## config.mk

```make
export PLATFORM = sky130hd
export DESIGN_NAME = xalu_nibble_sequencer_flat
export DESIGN_NICKNAME = d
export VERILOG_FILES = /design/src/rtl/xalu_nibble_sequencer_pkg.sv /design/src/rtl/xalu_nibble_sequencer_if.sv /design/src/rtl/xalu_nibble_sequencer.sv /design/src/flat_wrapper.sv
export SDC_FILE = /design/constraint.sdc
export NUM_CORES = 1
export LEC_CHECK = 0
export CAP_MARGIN = 20
export CORE_UTILIZATION = 44
export CTS_CLUSTER_SIZE = 24
export DETAILED_ROUTE_END_ITERATION = 10
export GPL_TIMING_DRIVEN = 1
export PLACE_DENSITY = 0.71
export SYNTH_ARGS = -nofsm -noshare
export SYNTH_HDL_FRONTEND = slang
export SYNTH_SLANG_ARGS = --single-unit
```

## constraint.sdc

```tcl
create_clock -name clk -period 2.85 [get_ports clk]
set_input_delay 0.4275 -clock clk [delete_from_list [all_inputs] [get_ports clk]]
set_output_delay 0.4275 -clock clk [all_outputs]
set_load 0.02 [all_outputs]
```

## src/rtl/xalu_nibble_sequencer_pkg.sv

```systemverilog
// Shared definitions for the nibble sequencer: xalu function codes, FSM state
// encoding and a small helper used by both the RTL and the bench.
package xalu_nibble_sequencer_pkg;

  localparam logic [2:0] FN_ADD   = 3'd0;
  localparam logic [2:0] FN_AND   = 3'd1;
  localparam logic [2:0] FN_OR    = 3'd2;
  localparam logic [2:0] FN_XOR   = 3'd3;
  localparam logic [2:0] FN_PASSA = 3'd4;
  localparam logic [2:0] FN_PASSB = 3'd5;
  localparam logic [2:0] FN_SHR   = 3'd6;
  localparam logic [2:0] FN_SHL   = 3'd7;

  typedef enum logic [1:0] {
    S_IDLE = 2'd0,
    S_RUN  = 2'd1,
    S_DONE = 2'd2
  } state_e;

  // Functions whose right-hand carry chain is seeded with cin and whose final
  // co_left is reported as cout.
  function automatic logic uses_left_carry(input logic [2:0] f);
    return (f == FN_ADD) || (f == FN_SHL);
  endfunction

endpackage

```

## src/rtl/xalu_nibble_sequencer_if.sv

```systemverilog
// Bundle of the sequencer's host-side request/result signals and its link to
// the external 4-bit xalu slice.
//   slave  : the sequencer (takes requests, drives the slice inputs)
//   master : host plus slice environment (drives requests, slice outputs)
interface xalu_nibble_sequencer_if #(
  parameter int unsigned WIDTH = 16
) ();

  // Host side
  logic             start;
  logic [2:0]       func;
  logic             com;
  logic             cin;
  logic [WIDTH-1:0] a;
  logic [WIDTH-1:0] b;
  logic             busy;
  logic             done;
  logic [WIDTH-1:0] result;
  logic             cout;
  logic             zero;
  logic             neg_zero;
  logic             equ;

  // Slice side
  logic [3:0]       alu_a;
  logic [3:0]       alu_b;
  logic [2:0]       alu_f;
  logic             alu_com;
  logic             alu_ci_left;
  logic             alu_ci_right;
  logic [3:0]       alu_d;
  logic             alu_co_left;
  logic             alu_co_right;
  logic             alu_equ;

  modport slave (
    input  start, func, com, cin, a, b,
    input  alu_d, alu_co_left, alu_co_right, alu_equ,
    output busy, done, result, cout, zero, neg_zero, equ,
    output alu_a, alu_b, alu_f, alu_com, alu_ci_left, alu_ci_right
  );

  modport master (
    output start, func, com, cin, a, b,
    output alu_d, alu_co_left, alu_co_right, alu_equ,
    input  busy, done, result, cout, zero, neg_zero, equ,
    input  alu_a, alu_b, alu_f, alu_com, alu_ci_left, alu_ci_right
  );

endinterface

```

## src/rtl/xalu_nibble_sequencer.sv

```systemverilog
// Multi-cycle controller that runs WIDTH-bit operations through one external
// combinational 4-bit xalu slice, one nibble per cycle.
// Ports:
//   clk  - rising-edge clock
//   rst  - asynchronous active-high reset
//   bus  - xalu_nibble_sequencer_if.slave: start/func/com/cin/a/b request,
//          busy/done/result/cout/zero/neg_zero/equ status, alu_* slice link.
// WIDTH must match the interface instance's WIDTH (multiple of 4, >= 8).
// Timing: accept edge -> NIB RUN cycles -> one DONE cycle; done pulses in the
// cycle after DONE (NIB+1 edges after accept), which is already IDLE.
module xalu_nibble_sequencer
  import xalu_nibble_sequencer_pkg::*;
#(
  parameter int unsigned WIDTH = 16
) (
  input logic                    clk,
  input logic                    rst,
  xalu_nibble_sequencer_if.slave bus
);

  localparam int unsigned NIB  = WIDTH / 4;
  localparam int unsigned IDXW = (NIB > 1) ? $clog2(NIB) : 1;
  localparam logic [IDXW-1:0] LAST_IDX = IDXW'(NIB - 1);

  state_e state_q, state_d;

  logic [WIDTH-1:0] a_q, b_q, acc_q, result_q;
  logic [2:0]       func_q;
  logic             com_q, cin_q;
  logic [IDXW-1:0]  idx_q;
  logic             carry_q;
  logic             equ_acc_q;
  logic             busy_q, done_q, cout_q, zero_q, neg_zero_q, equ_q;

  logic             accept, run, finish;
  logic             is_shr, first;
  logic [IDXW-1:0]  pos;
  logic [3:0]       alu_a, alu_b;
  logic             alu_ci_left, alu_ci_right;

  // State register
  always_ff @(posedge clk or posedge rst) begin
    if (rst) begin
      state_q <= S_IDLE;
    end else begin
      state_q <= state_d;
    end
  end

  // Next-state logic
  always_comb begin
    state_d = state_q;
    unique case (state_q)
      S_IDLE:  if (bus.start) state_d = S_RUN;
      S_RUN:   if (idx_q == LAST_IDX) state_d = S_DONE;
      S_DONE:  state_d = S_IDLE;
      default: state_d = S_IDLE;
    endcase
  end

  // Output / control logic. Slice drives depend only on registered state so
  // they are stable for the whole cycle and hold after the operation.
  always_comb begin
    accept = (state_q == S_IDLE) && bus.start;
    run    = (state_q == S_RUN);
    finish = (state_q == S_DONE);
    is_shr = (func_q == FN_SHR);
    first  = (idx_q == '0);
    // SHR walks from the top nibble down so the fill bit enters at the MSB.
    pos    = is_shr ? (LAST_IDX - idx_q) : idx_q;
    alu_a  = a_q[{pos, 2'b00} +: 4];
    alu_b  = b_q[{pos, 2'b00} +: 4];
    alu_ci_left  = 1'b0;
    alu_ci_right = 1'b0;
    if (is_shr) begin
      alu_ci_left = first ? cin_q : carry_q;
    end else if (first) begin
      alu_ci_right = uses_left_carry(func_q) ? cin_q : 1'b0;
    end else begin
      alu_ci_right = carry_q;
    end
  end

  // Operand latch, nibble collection, carry chain and flag reduction
  always_ff @(posedge clk or posedge rst) begin
    if (rst) begin
      a_q        <= '0;
      b_q        <= '0;
      func_q     <= FN_ADD;
      com_q      <= 1'b0;
      cin_q      <= 1'b0;
      idx_q      <= '0;
      carry_q    <= 1'b0;
      acc_q      <= '0;
      equ_acc_q  <= 1'b0;
      result_q   <= '0;
      busy_q     <= 1'b0;
      done_q     <= 1'b0;
      cout_q     <= 1'b0;
      zero_q     <= 1'b0;
      neg_zero_q <= 1'b0;
      equ_q      <= 1'b0;
    end else begin
      done_q <= 1'b0;
      if (accept) begin
        a_q       <= bus.a;
        b_q       <= bus.b;
        func_q    <= bus.func;
        com_q     <= bus.com;
        cin_q     <= bus.cin;
        idx_q     <= '0;
        carry_q   <= 1'b0;
        acc_q     <= '0;
        equ_acc_q <= 1'b1;
        busy_q    <= 1'b1;
      end
      if (run) begin
        acc_q[{pos, 2'b00} +: 4] <= bus.alu_d;
        // Carries come from the slice uninverted, so COM never disturbs them.
        carry_q   <= is_shr ? bus.alu_co_right : bus.alu_co_left;
        equ_acc_q <= equ_acc_q & bus.alu_equ;
        if (idx_q != LAST_IDX) idx_q <= idx_q + 1'b1;
      end
      if (finish) begin
        result_q   <= acc_q;
        zero_q     <= (acc_q == '0);
        neg_zero_q <= (acc_q == '1);
        equ_q      <= equ_acc_q;
        cout_q     <= (uses_left_carry(func_q) || is_shr) ? carry_q : 1'b0;
        busy_q     <= 1'b0;
        done_q     <= 1'b1;
      end
    end
  end

  assign bus.busy         = busy_q;
  assign bus.done         = done_q;
  assign bus.result       = result_q;
  assign bus.cout         = cout_q;
  assign bus.zero         = zero_q;
  assign bus.neg_zero     = neg_zero_q;
  assign bus.equ          = equ_q;
  assign bus.alu_a        = alu_a;
  assign bus.alu_b        = alu_b;
  assign bus.alu_f        = func_q;
  assign bus.alu_com      = com_q;
  assign bus.alu_ci_left  = alu_ci_left;
  assign bus.alu_ci_right = alu_ci_right;

endmodule
```

## src/flat_wrapper.sv

```systemverilog
// flat-port wrapper written by rule: the top's interface ports become plain ports
module xalu_nibble_sequencer_flat import xalu_nibble_sequencer_pkg::*;
#(
  parameter int unsigned WIDTH = 16
)
  (clk, rst, bus_start, bus_func, bus_com, bus_cin, bus_a, bus_b, bus_alu_d, bus_alu_co_left, bus_alu_co_right, bus_alu_equ, bus_busy, bus_done, bus_result, bus_cout, bus_zero, bus_neg_zero, bus_equ, bus_alu_a, bus_alu_b, bus_alu_f, bus_alu_com, bus_alu_ci_left, bus_alu_ci_right);
  xalu_nibble_sequencer_if #(.WIDTH(WIDTH)) bus_i ();
  input logic clk;
  input logic rst;
  input wire logic [$bits(bus_i.start)-1:0] bus_start;
  input wire logic [$bits(bus_i.func)-1:0] bus_func;
  input wire logic [$bits(bus_i.com)-1:0] bus_com;
  input wire logic [$bits(bus_i.cin)-1:0] bus_cin;
  input wire logic [$bits(bus_i.a)-1:0] bus_a;
  input wire logic [$bits(bus_i.b)-1:0] bus_b;
  input wire logic [$bits(bus_i.alu_d)-1:0] bus_alu_d;
  input wire logic [$bits(bus_i.alu_co_left)-1:0] bus_alu_co_left;
  input wire logic [$bits(bus_i.alu_co_right)-1:0] bus_alu_co_right;
  input wire logic [$bits(bus_i.alu_equ)-1:0] bus_alu_equ;
  output wire logic [$bits(bus_i.busy)-1:0] bus_busy;
  output wire logic [$bits(bus_i.done)-1:0] bus_done;
  output wire logic [$bits(bus_i.result)-1:0] bus_result;
  output wire logic [$bits(bus_i.cout)-1:0] bus_cout;
  output wire logic [$bits(bus_i.zero)-1:0] bus_zero;
  output wire logic [$bits(bus_i.neg_zero)-1:0] bus_neg_zero;
  output wire logic [$bits(bus_i.equ)-1:0] bus_equ;
  output wire logic [$bits(bus_i.alu_a)-1:0] bus_alu_a;
  output wire logic [$bits(bus_i.alu_b)-1:0] bus_alu_b;
  output wire logic [$bits(bus_i.alu_f)-1:0] bus_alu_f;
  output wire logic [$bits(bus_i.alu_com)-1:0] bus_alu_com;
  output wire logic [$bits(bus_i.alu_ci_left)-1:0] bus_alu_ci_left;
  output wire logic [$bits(bus_i.alu_ci_right)-1:0] bus_alu_ci_right;
  assign bus_i.start = bus_start;
  assign bus_i.func = bus_func;
  assign bus_i.com = bus_com;
  assign bus_i.cin = bus_cin;
  assign bus_i.a = bus_a;
  assign bus_i.b = bus_b;
  assign bus_i.alu_d = bus_alu_d;
  assign bus_i.alu_co_left = bus_alu_co_left;
  assign bus_i.alu_co_right = bus_alu_co_right;
  assign bus_i.alu_equ = bus_alu_equ;
  assign bus_busy = bus_i.busy;
  assign bus_done = bus_i.done;
  assign bus_result = bus_i.result;
  assign bus_cout = bus_i.cout;
  assign bus_zero = bus_i.zero;
  assign bus_neg_zero = bus_i.neg_zero;
  assign bus_equ = bus_i.equ;
  assign bus_alu_a = bus_i.alu_a;
  assign bus_alu_b = bus_i.alu_b;
  assign bus_alu_f = bus_i.alu_f;
  assign bus_alu_com = bus_i.alu_com;
  assign bus_alu_ci_left = bus_i.alu_ci_left;
  assign bus_alu_ci_right = bus_i.alu_ci_right;
  xalu_nibble_sequencer #(.WIDTH(WIDTH)) u_core (.clk(clk), .rst(rst), .bus(bus_i));
endmodule
```

== Yosys cells after proc, flatten, opt, wreduce, memory -nomap -nowiden ==
Cells that the tools add are included.
Storage, ports and cells
  register bits after elaboration: 81
  latch bits: 0
  RAM bits: 0
  bits in read-only memories: 0
  output and inout port bits: 36
  word-level logic and storage cells: 67
  memories kept: 0
Operators by class
  add/subtract/negate cells: 3
  multipliers: 0
  divide/modulo/power cells: 0
  $lt $le $gt $ge: 0
  eq/ne operators: 9
  shift operators: 4
  muxes and demuxes: 23
  bitwise logic cells: 1
  reductions and logical operators: 10
Operators with widths (count)
  $mux W16: 2
  $shiftx A16 B5 Y4: 2
  $bwmux W16: 1
  $eq A16 B16 Y1 const B: 1
  $logic_not A16 Y1: 1
  $shift A4 B6 Y16 const A: 1
  $shiftx A4 B6 Y16: 1
  $mux W1: 13
  $mux W2: 6
  $eq A3 B3 Y1 const B: 2
  $ne A2 B2 Y1 const B: 3
  $neg A4 Y6: 1
  $eq A2 B2 Y1 const B: 2
  $logic_not A2 Y1: 2
  $pmux W2 S2: 1
  $reduce_bool A2 Y1: 2
  $logic_not A3 Y1: 1
  $add A2 B1 Y2 const B: 1
  $eq A2 B1 Y1 const B: 1
  $logic_or A1 B1 Y1: 2
  $reduce_and A2 Y1: 1
  $sub A2 B2 Y2 const A: 1
  $and A1 B1 Y1: 1
  $logic_and A1 B1 Y1: 1

== Longest topological paths before layout ==
Gate-level depths: netlist of the first run.
  word-level depth: 6
  gate-level depth with buffers: 7

== Worst setup path after synthesis of the first run ==
No wires, ideal clock.
  path kind: flip-flop to output port
  start point: register u_core.func_q[0], in the netlist u_core.bus.alu_f[0]
  end point: output bus_alu_a[2]
  arrival: 1.549 ns
  slack: 0.873 ns
  stages on the path, launching flop included: 6
  buffers on the path: 1
  cell sequence: dfrtp_1 > nand3b_4 > buf_12 > mux4_2 > nand2_1 > nand2_1
On the way
  word-level cells in the longest chain between the ends: 3
RTL lines
  start: declaration: RTL line xalu_nibble_sequencer.sv:28  | logic [2:0] func_q;
  start signal: assignment: RTL line xalu_nibble_sequencer.sv:108  | func_q <= bus.func;
  $eq A3 B3 Y1: RTL line xalu_nibble_sequencer.sv:67  | is_shr = (func_q == FN_SHR);
  $mux W2: RTL line xalu_nibble_sequencer.sv:70  | pos = is_shr ? (LAST_IDX - idx_q) : idx_q;
  $shiftx A16 B5 Y4: RTL line xalu_nibble_sequencer.sv:71  | alu_a = a_q[{pos, 2'b00} +: 4];
  end: declaration: RTL line flat_wrapper.sv:27  | output wire logic [$bits(bus_i.alu_a)-1:0] bus_alu_a;
No other way between the ends.

== Worst setup path after layout of the first run ==
  start point: register u_core.func_q[0], in the netlist u_core.bus.alu_f[0]
  end point: output bus_alu_a[1]
Same word-level chain as after synthesis.

==> flow_summary.ini, run 1 <==
[route]
via_count = 2984
detail_route.iter0.violations = 147
routed_wl_um = 8437
route.detailed.drc = 0
ant_nets = 0
viasPerCell = 5.075
wl_per_cell_um = 14.35
number_of_optimization_iterations_in_the_first_detailed_route_pass = 4

[floorplanning]
io_pins = 83
core_mm2 = 0.008175
die-area_mm2 = 0.008756
initial_utilization = 0.4513
die-width_um = 93.58
row_count = 33
chipHeight_um = 93.58

[yosys]
synth-async-reset-ratio = 1.000
synthDistinctLibCells = 36
syn_area_mm2 = 0.003690
synthXorXnorAreaFrac = 0
synth_compound_gate_area_share = 0.04646
synthesized_flop_and_latch_total = 81
ys.warnings.count = 0
synth_nets = 448
post_synth.cell_area_avg_um2 = 9.248
synth_top_family_by_area = simple AND/OR/NAND/NOR gates
synth_enable_flop_cells = 0
synth_cells = 399
most_used_flip_flop_cell_after_synthesis = dfrtp_1
synth_simple_gate_area_frac = 0.2679
synth.mux.area_fraction = 0.09291
synth_adder_area_share = 0.006782
synth-seq-area-share = 0.5493

[sta]
tightestPinTransition_ns = 0.7085
finalSetupViolations = 0
grt_setup_unrepaired = false
clock.fmax_ghz = 0.3645
drv_slew = 0
max_slew_margin = 0.5265
timing.final.crit_share = 0.9627
final.setup.tns_ns = 0
report.final.hold_viol_count = 0
period_needed_ns = 2.744
final.setup.worst_slack_ns = 0.1064
timing.clock.skew_ns = 0.006310

[finish]
layout-drive-gt1-share = 0.08489
n_antenna_cell = 0
final_nets = 528
area_growth_from_synthesis_to_final_layout_pct = 31.37

[clock_network]
clk_root_buffer_cell = clkbuf_8
cts_buffers = 9
tritoncts_clock_tree = built
ctsLongestPathBuffers = 2
worst_setup_hold_path_clk_slew_ns = 0.08
numClockSinks = 81
insertion_delay_ns = 0.35
clock_tree.htree_level_count = 3

[global_route]
grt_pass1_wl_um = 14400
grt_util_met2 = 0.3560
grtUsageMet1 = 0.2837
grt_overflow_total = 0
maximum_number_of_pins_on_one_net_before_global_route_repair = 52
grt-busiest-layer = met2
grtUsageTotal = 0.2133
globalRouteMet3Util = 0.03089
grt_antenna_before_repair = 0
first_global_vias = 2986

[worst_setup_path]
critical_path_class = register to primary output
critPathRequiredTime_ns = 2.42
reg2reg_from = u_core.bus.alu_f[0]
reg2regPathDepth = 5
regToRegEndpoint = u_core.acc_q[5]
endpoint = bus_alu_a[1]
setup.worst_path.start_class = register
rrSetupSlack_ns = 1.01
crit_fanout = 10
worst_setup_path_end_kind = primary output
startpoint = u_core.bus.alu_f[0]
critical_path_arrival_ns = 2.32

[placement]
buffer_ports.inserted = 82
preCtsSetupSlack_ns = 0.2840
detailed_place_hpwl_um = 6000
globalplace.congestion = 0.8067

[worst_hold_path]
hold_path_class = input port to asynchronous set/reset pin

[pwr]
power_density_mw_per_mm2 = 1163
vdd.ir_drop.worst_v = 0.0007531
power.static_leakage_nw = 2.415

[run_status]
status = finished clean

[flow_run]
cap_violations = 0
[registers in the layout, summed over array words and instances (netlist names), 2 cells and up]
signal,cells
u_core.a_q,16
u_core.acc_q,16
u_core.b_q,16
u_core.bus.alu_f,3
u_core.bus.result,16
u_core.idx_q,2
u_core.state_q,2
[cell usage after synthesis (2+ instances only)]
| cell type | count | share of area |
|---|---|---|
| nand2_1 | 199 | 0.20 |
| dfrtp_1 | 81 | 0.55 |
| mux2i_1 | 18 | 0.049 |
| clkbuf_1 | 12 | 0.012 |
| nand2b_1 | 10 | 0.017 |
| o22ai_1 | 10 | 0.017 |
| nor2_1 | 8 | 0.0081 |
| o21ai_1 | 6 | 0.0081 |
| nand4_1 | 5 | 0.0085 |
| a21oi_1 | 4 | 0.0054 |
| mux4_2 | 4 | 0.024 |
| nor4_1 | 4 | 0.0068 |
| and2_1 | 3 | 0.0051 |
| inv_2 | 3 | 0.0031 |
| o21ai_0 | 3 | 0.0041 |
| and2b_1 | 2 | 0.0041 |
| buf_2 | 2 | 0.0027 |
| buf_4 | 2 | 0.0041 |
| buf_6 | 2 | 0.0061 |
| ha_1 | 2 | 0.0068 |
| inv_1 | 2 | 0.0020 |
| mux2i_2 | 2 | 0.0075 |
| mux2i_4 | 2 | 0.012 |
[cell type report]
type / instances / area [um2]
clock buffers: 9 / 123.9
clock inverters: 6 / 107.6
fillers: 739 / 3328
inverters: 5 / 20.02
multi-input cells: 293 / 1551
flip-flops and latches: 81 / 2031
well taps: 105 / 131.4
repair buffers: 89 / 882.1
[routing by layer]
layer  share of wire  routed length, um  up-vias
met5               0                  0        -
met4           0.012                102        0
met3           0.046                386        9
met2            0.50               4202       98
met1            0.44               3746     1422
li1                -                  -     1455
[layout by cell type, fill, tap and decap left out, drive strengths merged]
| cell | n |
|---|---|
| buf | 7 |
| dfrtp | 81 |
| o31a | 1 |
| dlymetal6s2s | 1 |
| a21oi | 4 |
| nor3b | 1 |
| a31oi | 1 |
| clkinv | 3 |
| nor2 | 9 |
| mux2i | 22 |
| nand2 | 199 |
| o221ai | 1 |
| a2111oi | 1 |
| o21ai | 9 |
| ha | 2 |
| o22ai | 10 |
| dlygate4sd2 | 5 |
| clkdlybuf4s50 | 76 |
| clkinvlp | 1 |
| and2b | 2 |
| nand4 | 5 |
| o221a | 1 |
| nor4 | 4 |
| nand2b | 10 |
| nor3 | 1 |
| or4 | 1 |
| nand3b | 2 |
| bufinv | 3 |
| and2 | 3 |
| mux4 | 4 |
| inv | 4 |
| clkbuf | 9 |
[metrics by stage]
step           power [mW]  hold WS (ns)  utilization  cell area, um2  cells
6_report            5.636        0.4389       0.5929            4847    588
5_1_grt             6.033        0.4857       0.5929            4847    588
4_1_cts             5.663        0.4565       0.5905            4827    586
3_5_place_dp        4.697        0.4533       0.5606            4583    571
3_3_place_gp        4.625        0.4468       0.5606            4583    571
2_1_floorplan       3.710        0.4323            -            3690    399
[how the worst min path moves through the flow]
stage	depth (start not counted)	slack (ns)	startpoint	end
3_5_place_dp	2	0.45	u_core.equ_acc_q	u_core.bus.equ
6_report	2	0.44	rst	u_core.bus.result[9]
4_1_cts	2	0.46	rst	u_core.bus.result[9]
5_1_grt	2	0.49	rst	u_core.bus.result[9]
3_3_place_gp	2	0.45	u_core.equ_acc_q	u_core.bus.equ
2_1_floorplan	2	0.43	u_core.equ_acc_q	u_core.bus.equ
[power by group]
part | internal (mW) | switching, mW | leakage (nW)
clock | 0.574 | 0.407 | 0.115
combinational | 1.17 | 1.43 | 1.26
sequential | 1.64 | 0.406 | 1.04
total | 3.39 | 2.25 | 2.42
[critical path: stages, from the launching register on]
cell and delay [ns]:
dfrtp_1 0.43, nand3b_4 0.27, mux2i_4 0.40, o221a_2 0.26
clkdlybuf4s50_1 0.60
[timing repair]
| action | in CTS | in global routing |
|---|---|---|
| hold buffers | 0 | 0 |
| pin swaps | 0 | 0 |
| cloned | 0 | 0 |
| endpoints found under the setup margin | 6 | 4 |
| resized for setup | 8 | 3 |
| setup buffers | 0 | 2 |
[cells by family after synthesis]
kind of cell / after synthesis
simple gates: 237
flops: 81
compound gates: 28
mux: 26
buf+inv: 25
fa+ha+maj: 2
Note: power is estimated with default switching activity, not from simulation.
==> run 2: changes to the inputs <==
- CAP_MARGIN: 20 -> unset
==> results of run 2 <==
Same layout as run 1: the final DEF is identical, and so are final timing and power.
